File: config.mk
export PLATFORM = sky130hd
export DESIGN_NAME = dds_sweep_ctrl
export DESIGN_NICKNAME = d
export VERILOG_FILES = /design/src/rtl/dds_pkg.sv /design/src/rtl/dds_dwell_timer.sv /design/src/rtl/dds_sweep_ctrl.sv
export SDC_FILE = /design/constraint.sdc
export NUM_CORES = 1
export LEC_CHECK = 0
export CORE_ASPECT_RATIO = 1.5
export CORE_MARGIN = 1
export CORE_UTILIZATION = 45
export CTS_CLUSTER_SIZE = 20
export DETAILED_ROUTE_END_ITERATION = 8
export GPL_ROUTABILITY_DRIVEN = 0
export GPL_TIMING_DRIVEN = 0
export HOLD_SLACK_MARGIN = 0.06
export PLACE_DENSITY = 0.64
export SYNTH_ARGS = -nofsm -noshare
export SYNTH_HDL_FRONTEND = slang
export SYNTH_SLANG_ARGS = --single-unit
File: constraint.sdc
create_clock -name clk -period 8.1 [get_ports clk]
set_input_delay 2.025 -clock clk [delete_from_list [all_inputs] [get_ports clk]]
set_output_delay 2.025 -clock clk [all_outputs]
set_load 0.005 [all_outputs]
File: src/rtl/dds_pkg.sv
// Shared types and constants for the DDS period sweep controller.
// The state enum is also exported on the debug port so checkers can see the FSM.
package dds_pkg;

  localparam int PERIOD_W_DEF = 12;
  localparam int DWELL_W_DEF  = 16;
  // Smallest legal period word; a zero period would stall the DDS.
  localparam int PERIOD_MIN   = 1;

  typedef enum logic [2:0] {
    ST_IDLE  = 3'd0,
    ST_LOAD  = 3'd1,
    ST_DWELL = 3'd2,
    ST_STEP  = 3'd3,
    ST_DONE  = 3'd4
  } state_e;

endpackage

File: src/rtl/dds_dwell_timer.sv
// Dwell countdown: load a cycle count, decrement while enabled, flag the last cycle.
// o_expire is high while the count is 1, i.e. on the final cycle of a dwell.
module dds_dwell_timer #(
  parameter int DWELL_W = dds_pkg::DWELL_W_DEF
) (
  input  logic               clk,
  input  logic               rst,
  input  logic               i_clr,
  input  logic               i_load,
  input  logic [DWELL_W-1:0] i_load_val,
  input  logic               i_en,
  output logic               o_expire
);

  logic [DWELL_W-1:0] cnt_q;
  logic [DWELL_W-1:0] cnt_d;

  // Next count: clear beats load beats decrement; never decrement below zero.
  always_comb begin
    cnt_d = cnt_q;
    if (i_clr) begin
      cnt_d = '0;
    end else if (i_load) begin
      cnt_d = i_load_val;
    end else if (i_en && (cnt_q != '0)) begin
      cnt_d = cnt_q - DWELL_W'(1);
    end
  end

  // Count register, asynchronously cleared.
  always_ff @(posedge clk or negedge rst) begin
    if (!rst) begin
      cnt_q <= '0;
    end else begin
      cnt_q <= cnt_d;
    end
  end

  assign o_expire = (cnt_q == DWELL_W'(1));

endmodule

File: src/rtl/dds_sweep_ctrl.sv
// DDS period sweep controller: steps the DDS period word from a start value
// toward a target, dwelling a programmable number of clocks at each period.
// Build option: define DDS_SWEEP_CONT_EN for a continuous triangle sweep
// (bounces between start and target until aborted, never pulses or_done).
//
// Request semantics: i_start is a level sampled only in IDLE; when it is high
// and i_abort is low the configuration inputs are captured and a sweep begins.
// i_abort terminates any sweep on the next clock and wins over i_start.
// There is no ready/back-pressure: or_busy high means requests are ignored.
module dds_sweep_ctrl
  import dds_pkg::*;
#(
  parameter int PERIOD_W = PERIOD_W_DEF,
  parameter int DWELL_W  = DWELL_W_DEF
) (
  input  logic                clk,
  input  logic                rst,
  input  logic                i_start,
  input  logic                i_abort,
  input  logic [PERIOD_W-1:0] i12_period_start,
  input  logic [PERIOD_W-1:0] i12_period_target,
  input  logic [PERIOD_W-1:0] i12_step,
  input  logic [DWELL_W-1:0]  i16_dwell,
  output logic [PERIOD_W-1:0] or12_period,
  output logic                or_busy,
  output logic                or_done,
  output state_e              o_dbg_state
);

  localparam logic [PERIOD_W-1:0] P_MIN = PERIOD_W'(PERIOD_MIN);

  // Zero is not a legal period or step; promote it to the minimum.
  function automatic logic [PERIOD_W-1:0] fix_zero(input logic [PERIOD_W-1:0] v);
    return (v == '0) ? P_MIN : v;
  endfunction

  // One step from cur toward tgt, clamped at tgt. Compared one bit wider so
  // an up-step near the top of the range cannot wrap around.
  function automatic logic [PERIOD_W-1:0] step_toward(
    input logic [PERIOD_W-1:0] cur,
    input logic [PERIOD_W-1:0] tgt,
    input logic [PERIOD_W-1:0] stp,
    input logic                up
  );
    logic [PERIOD_W:0] c;
    logic [PERIOD_W:0] t;
    logic [PERIOD_W:0] s;
    c = {1'b0, cur};
    t = {1'b0, tgt};
    s = {1'b0, stp};
    if (up) begin
      return ((c + s) >= t) ? tgt : (cur + stp);
    end else begin
      return (c <= (t + s)) ? tgt : (cur - stp);
    end
  endfunction

  state_e              state_q, state_d;
  logic [PERIOD_W-1:0] period_q, period_d;
  logic                busy_q, busy_d;
  logic                done_q, done_d;
  logic [PERIOD_W-1:0] start_q, start_d;
  logic [PERIOD_W-1:0] target_q, target_d;
  logic [PERIOD_W-1:0] step_q, step_d;
  logic [DWELL_W-1:0]  dwell_q, dwell_d;
  logic                up_q, up_d;

  logic                tmr_clr;
  logic                tmr_load;
  logic                tmr_en;
  logic                tmr_expire;

  logic [PERIOD_W-1:0] in_start_fix;
  logic [PERIOD_W-1:0] in_target_fix;

  assign in_start_fix  = fix_zero(i12_period_start);
  assign in_target_fix = fix_zero(i12_period_target);

  dds_dwell_timer #(
    .DWELL_W (DWELL_W)
  ) u_dwell_timer (
    .clk        (clk),
    .rst        (rst),
    .i_clr      (tmr_clr),
    .i_load     (tmr_load),
    .i_load_val (dwell_q),
    .i_en       (tmr_en),
    .o_expire   (tmr_expire)
  );

  // Next-state, output and capture logic; abort overrides everything outside IDLE.
  always_comb begin
    state_d  = state_q;
    period_d = period_q;
    busy_d   = busy_q;
    done_d   = 1'b0;
    start_d  = start_q;
    target_d = target_q;
    step_d   = step_q;
    dwell_d  = dwell_q;
    up_d     = up_q;
    tmr_clr  = 1'b0;
    tmr_load = 1'b0;
    tmr_en   = 1'b0;

    unique case (state_q)
      ST_IDLE: begin
        busy_d = 1'b0;
        if (i_start && !i_abort) begin
          start_d  = in_start_fix;
          target_d = in_target_fix;
          step_d   = fix_zero(i12_step);
          dwell_d  = (i16_dwell == '0) ? DWELL_W'(1) : i16_dwell;
          up_d     = (in_target_fix > in_start_fix);
          state_d  = ST_LOAD;
        end
      end
      ST_LOAD: begin
        period_d = start_q;
        busy_d   = 1'b1;
        tmr_load = 1'b1;
        state_d  = ST_DWELL;
      end
      ST_DWELL: begin
        tmr_en = 1'b1;
        if (tmr_expire) begin
          state_d = ST_STEP;
        end
      end
      ST_STEP: begin
        if (period_q == target_q) begin
`ifdef DDS_SWEEP_CONT_EN
          // Bounce: the old start becomes the new target.
          start_d  = target_q;
          target_d = start_q;
          up_d     = !up_q;
          period_d = step_toward(period_q, start_q, step_q, !up_q);
          tmr_load = 1'b1;
          state_d  = ST_DWELL;
`else
          busy_d  = 1'b0;
          done_d  = 1'b1;
          state_d = ST_DONE;
`endif
        end else begin
          period_d = step_toward(period_q, target_q, step_q, up_q);
          tmr_load = 1'b1;
          state_d  = ST_DWELL;
        end
      end
      ST_DONE: begin
        busy_d  = 1'b0;
        state_d = ST_IDLE;
      end
      default: begin
        busy_d  = 1'b0;
        state_d = ST_IDLE;
      end
    endcase

    if (i_abort && (state_q != ST_IDLE)) begin
      state_d  = ST_IDLE;
      period_d = period_q;
      busy_d   = 1'b0;
      done_d   = 1'b0;
      start_d  = start_q;
      target_d = target_q;
      up_d     = up_q;
      tmr_clr  = 1'b1;
      tmr_load = 1'b0;
      tmr_en   = 1'b0;
    end
  end

  // State, output and captured-configuration registers.
  always_ff @(posedge clk or negedge rst) begin
    if (!rst) begin
      state_q  <= ST_IDLE;
      period_q <= P_MIN;
      busy_q   <= 1'b0;
      done_q   <= 1'b0;
      start_q  <= P_MIN;
      target_q <= P_MIN;
      step_q   <= P_MIN;
      dwell_q  <= '0;
      up_q     <= 1'b0;
    end else begin
      state_q  <= state_d;
      period_q <= period_d;
      busy_q   <= busy_d;
      done_q   <= done_d;
      start_q  <= start_d;
      target_q <= target_d;
      step_q   <= step_d;
      dwell_q  <= dwell_d;
      up_q     <= up_d;
    end
  end

  assign or12_period = period_q;
  assign or_busy     = busy_q;
  assign or_done     = done_q;
  assign o_dbg_state = state_q;

endmodule

==> impl_metrics.ini <==
[synthesis]
synth_ff_type = dfrtp_1
syn_inst = 768
synth_edf_count = 0
synth_fp_nets = 900
synthArstFlopShare = 1.00
synth-seq-cells = 86
mappedNetlistArea_mm2 = 0.00682
yosys_warnings = 0
syn-mean-instance-area_um2 = 8.88
yosysUniqueCellTypes = 72
ys_seq_area_frac = 0.316

[global_routing]
grt_first_pass_wirelength_um = 33300
grt_pass1_vias = 6444
grt_max_degree = 45
overflow = 0
grtUsageTotal = 0.281
antenna_found_initial = 0

[placed_design]
dp_slack_ns = 3.34
dp_hpwl_um = 16900
io_buffers = 72
dp.cells = 1037

[sta]
final.setup.tns_ns = 0
final_hold_viol_count = 0
relSlewSlack = 0.276
slew_viol_final = 0
layout_setup_ws_ns = 3.28
fmax_mhz = 207
fin_crit_ns = 4.82
fin_skew_ns = 0.00806
worstMarginPinSlew_ns = 1.08
fin_hold_ws_ns = 0.495
period_share = 0.596
rsz0062_at_grt = false
setup_viol = 0

[floorplan]
initial_utilization = 0.465
die-area_mm2 = 0.0157
die_h_um = 153
placement_rows = 54
io_pins = 73
die_x_um = 103
core_area_mm2 = 0.0147

[cts]
cts_max_level = 3
cts_buffer_depth = 2
numCtsBuffers = 9
cts.sinks = 86
cts-root-buf = clkbuf_16
post-cts-setup-buffer-count = 0
cts_hold_buf = 0
clk_pin_slew_worst_paths_ns = 0.06
cts_resized = 0
cts_tree = yes
clk-insertion-delay-late_ns = 0.34

[worst_setup_path]
start_kind = flip-flop
endpoint_kind = flip-flop
reg2reg_slack_ns = 3.28
crit_arrival_ns = 5.07
crit_path_max_fanout = 7
worstPathRequired_ns = 8.35
crit_type = flip-flop to flip-flop

[status]
status = finished, final reports clean

[layout]
area_growth_syn_to_layout_pct = 19.2
instances_no_fill = 1053
drive_above_1_share = 0.0980
final_nets = 984
fill_cells = 1389
antenna_cells = 0

[route]
via_per_inst = 5.99
antenna_left = 0
drt_pass1_iterations = 7
drt-wirelength-per-cell_um = 19.9
drt-initial-drc-count = 301
vias = 6303
drc = 0
wirelength_um = 20900

[power_and_ir_drop]
peakVddDrop_mv = 0.219
total_power_w = 0.00410
p_leak_nw = 3.61
power_density_mw_per_mm2 = 504

[flow_run]
cap_viol_max_count = 0

[worst_hold_path]
hp-class = flip-flop to flip-flop
-- cell usage in the layout, fill, tap and decap left out, types with 21 or more instances in the layout --
master and instances:
dfrtp_1 82, ha_1 73, clkdlybuf4s50_1 71, nor2_1 60, inv_1 52, o21ai_0 51
nand2_1 45, a21oi_1 38, mux2_2 38, clkbuf_1 25, nor3_1 25, nor4_1 21
-- cell families after synthesis --
| group | share of synthesized area |
|---|---|
| muxes | 0.0671 |
| buffers and inverters | 0.0567 |
| adders and majority gates | 0.143 |
| and+or+nand+nor | 0.169 |
| AOI/OAI and AO/OA | 0.209 |
| DFF | 0.316 |
| xor gates and xnor gates | 0.0385 |
-- stage by stage --
stage	utilization	area, µm²
after floorplan	-	6820
after global placement	0.531	7790
after detailed placement	0.532	7800
after CTS	0.554	8130
after global routing	0.554	8130
final	0.554	8130
-- registers in the layout, indices dropped and copies added, names as in the netlist --
name and flops:
or_done 1, u_dwell_timer.cnt_q 16, start_q 12, up_q 1, or_busy 1, step_q 12, o_dbg_state 3, target_q 12
dwell_q 16, or12_period 12
-- synth_stat cells, drive strengths merged, types with 17 or more instances --
library cell | number | area [µm²]
a21oi | 38 | 190
buf | 17 | 101
clkbuf | 24 | 90.1
dfrtp | 82 | 2050
ha | 73 | 913
inv | 52 | 195
mux2 | 38 | 428
nand2 | 45 | 169
nor2 | 61 | 231
nor3 | 25 | 125
nor4 | 21 | 131
o21ai | 62 | 310
xor2 | 19 | 166
-- critical path, stage by stage, from the launching register on --
cell       delay (ns)
dfstp_2          0.62
ha_1             0.19
inv_1            0.06
fa_1             0.41
nand2b_1         0.19
a221oi_1         0.50
o221a_4          0.30
o21ai_0          0.08
nand2b_1         0.10
xnor2_1          0.13
ha_1             0.29
a21oi_1          0.16
nor2b_1          0.06
a2111oi_1        0.60
a211oi_1         0.25
a22oi_2          0.40
a221oi_1         0.17
o21bai_1         0.22
-- layout make-up --
cell class | count | area [µm²] | share of cell area
flip-flops and latches | 86 | 2160 | 0.265
repair buffers | 73 | 738 | 0.0908
multi-input cells | 589 | 4280 | 0.526
clock inverters | 5 | 82.6 | 0.0102
plain buffers | 41 | 191 | 0.0235
clock buffers | 11 | 243 | 0.0299
inverters | 52 | 195 | 0.0240
well taps | 196 | 245 | 0.0302
-- routing by layer --
metal | routed length (µm) | global-route usage | up-vias | part of all wire
met5 | 0 | 0 | - | 0
met1 | 7910 | 0.308 | 3051 | 0.38
li1 | - | - | 2996 | -
met4 | 1280 | 0.178 | 0 | 0.061
met2 | 11100 | 0.503 | 187 | 0.53
met3 | 641 | 0.0271 | 69 | 0.031
-- power by group --
group / internal [W] / switching, W / total [W]
logic: 0.00119 / 0.00155 / 0.00274
clock network: 0.000279 / 0.000172 / 0.000452
registers: 0.000633 / 0.000273 / 0.000906
total: 0.00210 / 0.00199 / 0.00410
-- final timing paths --
kind                                                 endpoint  cells past startpoint                     from
max                                or12_period[2]$_DFFE_PN0P_                     17  target_q[0]$_DFFE_PN1P_
max reg2reg                        or12_period[2]$_DFFE_PN0P_                     17  target_q[0]$_DFFE_PN1P_
max in group asynchronous  u_dwell_timer.cnt_q[1]$_DFFE_PN0P_                      2                      rst
min in group asynchronous                    up_q$_DFFE_PN0P_                      1                      rst
min reg2reg                           start_q[10]$_DFFE_PN0P_                      2  start_q[10]$_DFFE_PN0P_
min                                   start_q[10]$_DFFE_PN0P_                      2  start_q[10]$_DFFE_PN0P_
Power figures use the tool's default switching activity.
==> variant 1: new RTL, same settings <==
Build with the macro `DDS_SWEEP_CONT_EN` defined.
--- a/src/rtl/dds_sweep_ctrl.sv
+++ b/src/rtl/dds_sweep_ctrl.sv
@@ -8,4 +8,6 @@
 // i_abort terminates any sweep on the next clock and wins over i_start.
 // There is no ready/back-pressure: or_busy high means requests are ignored.
+`define DDS_SWEEP_CONT_EN
+
 module dds_sweep_ctrl
   import dds_pkg::*;
Check against the original RTL: not equivalent (Yosys sat finds a counterexample within 10 cycles, from zero or initial values and one cycle with rst low).
==> variant 1 against the original RTL <==
- sequential cell count shrank 2
- cell count increased by 27%
- via count grew 26%
- non-clock buffer count increased by 14
- power fell by 8.1%
- worst setup slack lost 0.50 ns
- design area increased by 22%
- area after synthesis is 25% higher
- die area grew 25%
- sequential power decreased by 15%
- routed wire length rose by 33%
- sequential share of layout area decreased by 5.3 points
- largest cell class unchanged
==> variant 1: results (changes against the original RTL) <==
- Maximum vdd drop: 0.164 mV (-25%)
- Aggregate global-route resource usage: 0.297 (+0.0154)
- Top cells by area, synth: dfrtp_1, ha_1, mux2i_1, xnor2_1, a21oi_1
- Place WS: 2.91 ns (-0.431 ns)
- Pin count of the biggest net entering global routing: 46 (+2.2%)
- Vias in the first global route: 7903 (+23%)
- Rel. slew slack: 0.197 (-0.0783)
- Met3 usage in global routing: 0.0340 (+0.00694)
- Delay-heaviest family, CP: compound AO/OA/AOI/OAI gates
- Synth cell count leaders: ha_1, dfrtp_1, nand2_1
- Met2 Use GR: 0.539 (+0.0366)
- PD cells: 379 nW/um^2 (-25%)
- Mux cell area share after synthesis: 0.0861 (+0.0190)
- DR WL met3: 1090 um (+70%)
- Signal buffers: 128 (+12%)
- Pleak: 4.46 nW (+24%)
- Routed wire length: 27900 um (+33%)
- Status: complete, no violations
- Met2 wire len: 14200 um (+28%)
- First-pass GRT wire length: 43600 um (+31%)
- CP arrival: 5.54 ns (+0.47 ns)
- Multi-input logic area: 5920 sq um (+38%)
- Final HPWL DP: 22200 um (+31%)
- Clock-cell share: 0.0343 (-0.00571)
- Grt met1 use: 0.328 (+0.0195)
- Fin nets: 1247 (+27%)
- Sequential share of cell area: 0.212 (-0.0529)
- Compound-Gate Fraction of Synth Area: 0.230 (+0.0204)
- Setup Skew: 0.0133 ns (+0.00526 ns)
- Seq_cells: 84 (-2.3%)
- Slowest CP cell: dfrtp_1
- CP max stage delay: 0.64 ns (+0.02 ns)
- M1 WL: 10800 um (+36%)
- Crit-path max FO: 10 (+3)
- Initial DRC Count: 546 (+81%)
- Non-clock buffer share: 0.0991 (-0.0152)
- Syn Area/Cell: 8.57 sq um (-3.5%)
- Drt pass-1 iters: 5 (-2)
- Seq/Total Area, Yosys: 0.247 (-0.0693)
- Clock Path Buffers: 2 (unchanged)
- Post-Synth Adder-Cell Area: 0.169 (+0.0265)
- Via density: 5.96 (-0.43%)
- Post-Layout Cell Count: 1335 (+27%)
- Area post-placement: 9580 sq um (+23%)
- Fill cells: 1773 (+28%)
- IO buf count: 69 (-4.2%)
- #MultiIn Comb: 788 (+34%)
- Ant diodes: 0 (unchanged)
- Inverter count: 67 (+29%)
- Row cnt: 61 (+13%)
- Layout cells sized above 1: 0.0665 (-0.0315)
[variant 1: changes by cell type in the layout (fill, tap and decap cells not counted), moves of 12 or more]
cell and change:
a21oi_1 +22, clkbuf_1 +19, ha_1 +36, inv_1 +12, mux2_2 -20, mux2i_1 +49, nand2_1 +33, nor3_1 +13
o21ai_1 +21, o221ai_1 +16, xnor2_1 +24
[variant 1: path summary, 6_finish.rpt]
kind | startpoint | to | slack, ns | cells past startpoint
hold reg to reg | or_busy | or_busy | 0.49 | 1
max in group asynchronous | rst | step_q[0] | 5.75 | 2
min in group asynchronous | rst | start_q[2] | 1.66 | 1
setup / recovery | target_q[1] | or12_period[7] | 2.78 | 17
setup reg to reg | target_q[1] | or12_period[7] | 2.78 | 17
hold / removal | or_busy | or_busy | 0.49 | 1
[variant 1: report_power, final]
group | total (mW) | internal [mW] | switching (mW)
Clock | 0.489 | 0.304 | 0.185
Sequential | 0.767 | 0.532 | 0.235
Combinational | 2.51 | 1.10 | 1.40
Total | 3.76 | 1.94 | 1.82
==> variant 2: new RTL, config.mk and constraints unchanged <==
Without the edit above. Register the output `o_dbg_state` once more, without a reset; this adds one clock of latency there. The other outputs are not delayed to match.
--- a/src/rtl/dds_sweep_ctrl.sv
+++ b/src/rtl/dds_sweep_ctrl.sv
@@ -201,5 +201,7 @@
   assign or_busy     = busy_q;
   assign or_done     = done_q;
-  assign o_dbg_state = state_q;
+  always_ff @(posedge clk) begin
+    o_dbg_state <= state_q;
+  end
 
 endmodule
Behaviour: not the same (Yosys sat finds a counterexample within 4 cycles, from zero or initial values and one cycle with rst low).
==> variant 2 against the original RTL <==
- worst setup slack improved by 0.13 ns
- sequential power decreased by 22%
- design area decreased by 1.7%
- sequential cell count increased by 3
- routed wire length decreased by 3.9%
- die area decreased by 1.6%
- power decreased by 36%
- area after synthesis decreased by 1.6%
- critical endpoint is now or12_period[11]
- largest power group unchanged
==> variant 2: results (changes against the original RTL) <==
- FFs w/ async S/R, synth: 0.966 (-0.0337)
- Setup Skew: 0.00792 ns (-0.000146 ns)
- Synth cell count leaders: dfrtp_1, ha_1, inv_1
- Inverter count: 54 (+3.8%)
- Aggregate global-route resource usage: 0.278 (-0.00355)
- Clk sink count: 89 (+3.5%)
- Pin count of the biggest net entering global routing: 56 (+24%)
- Hold Crit Class: reg2reg
- Pleak: 3.47 nW (-3.7%)
- Crit-path max FO: 10 (+3)
- Core area: 14500 sq um (-0.92%)
- Syn Nets: 871 (-3.2%)
- Grt met1 use: 0.296 (-0.0126)
- Non-clock buffer share: 0.114 (-0.000710)
- Met2 Use GR: 0.513 (+0.0106)
- First-pass GRT wire length: 32300 um (-2.8%)
- Maximum vdd drop: 0.129 mV (-41%)
- FF/Latch Area: 2220 sq um (+2.8%)
- Setup Buffers After CTS: 0 (unchanged)
- Layout cells sized above 1: 0.105 (+0.00718)
- CTS resizes: 0 (unchanged)
- CP max stage delay: 0.45 ns (-0.17 ns)
- Multi-input logic area: 4120 sq um (-3.7%)
- Fin nets: 954 (-3.0%)
- Via density: 5.89 (-1.7%)
- Initial DRC Count: 352 (+17%)
- Synth cell types: 75 (+4.2%)
- CP arrival: 4.93 ns (-0.14 ns)
- Final HPWL DP: 16200 um (-4.3%)
- Multi-input combinational area share: 0.515 (-0.0111)
- Seq/Total Area, Yosys: 0.330 (+0.0142)
- Status: complete, no violations
- Signal buffers: 112 (-1.8%)
- Top cells by area, synth: dfrtp_1, ha_1, mux2_2, a21oi_1, o21ai_0
- Clock-cell share: 0.0379 (-0.00213)
- IO buf count: 71 (-1.4%)
- #MultiIn Comb: 556 (-5.6%)
- Vias in the first global route: 6270 (-2.7%)
- Routed wire length: 20100 um (-3.9%)
- Area post-placement: 7690 sq um (-1.5%)
- Slowest CP cell: fa_1
- Drt pass-1 iters: 5 (-2)
- Worst-margin pin slew: 1.17 ns (+0.0914 ns)
- Final-layout clock buffer total: 10 (-1)
- Largest regs: dwell_q x16, u_dwell_timer.cnt_q x16
- Number of H-tree levels: 3 (unchanged)
[variant 2: changes by cell type after synthesis, moves of 6 or more]
cell,unedited run,this run
o21bai_1,11,3
o21ai_1,11,0
o41ai_1,1,8
o22ai_1,3,15
nor4_1,21,14
xnor2_1,11,27
nand2b_1,16,10
nor2_1,60,46
a21oi_1,38,49
xor2_1,19,9
a221oi_1,10,2
[variant 2: metrics by stage]
stage,hold WS [ns],total power [mW],worst slack [ns],cells
floorplan,0.366,1.74,4.21,739
global placement,0.395,2.11,1.82,1006
detailed placement,0.394,2.17,3.49,1007
CTS,0.414,2.61,3.45,1023
global route,0.427,2.82,3.15,1023
finish,0.416,2.62,3.41,1023
[variant 2: final timing paths]
check / depth (start not counted) / from / slack [ns] / endpoint
setup / recovery: 16 / or12_period[0] / 3.41 / or12_period[11]
hold / removal: 0 / state_q[1] / 0.42 / o_dbg_state[1]
setup reg to reg: 16 / or12_period[0] / 3.41 / or12_period[11]
hold reg to reg: 0 / state_q[1] / 0.42 / o_dbg_state[1]
max in group asynchronous: 2 / rst / 5.80 / step_q[0]
min in group asynchronous: 1 / rst / 1.62 / or_busy
[variant 2: kinds of logic (layout without fill, tap and decap cells)]
logic type	count (synthesis)	count (layout)	synth area share
AOI/OAI and AO/OA	202	202	0.202
and+or+nand+nor	201	201	0.151
buffers and inverters	94	182	0.0559
DFF	89	89	0.330
adders and majority gates	76	76	0.145
muxes	41	41	0.0684
xor gates and xnor gates	36	36	0.0470
[variant 2: layer usage]
metal	part of all wire	wire length [um]
met5	0	0
met4	0.060	1200
met3	0.047	954
met2	0.53	10600
met1	0.36	7330
[variant 2: power by group]
group	switching [mW]	internal, mW	leakage, nW	total [mW]
sequential	0.148	0.558	1.07	0.706
clock	0.192	0.244	0.148	0.436
combinational	0.825	0.654	2.25	1.48
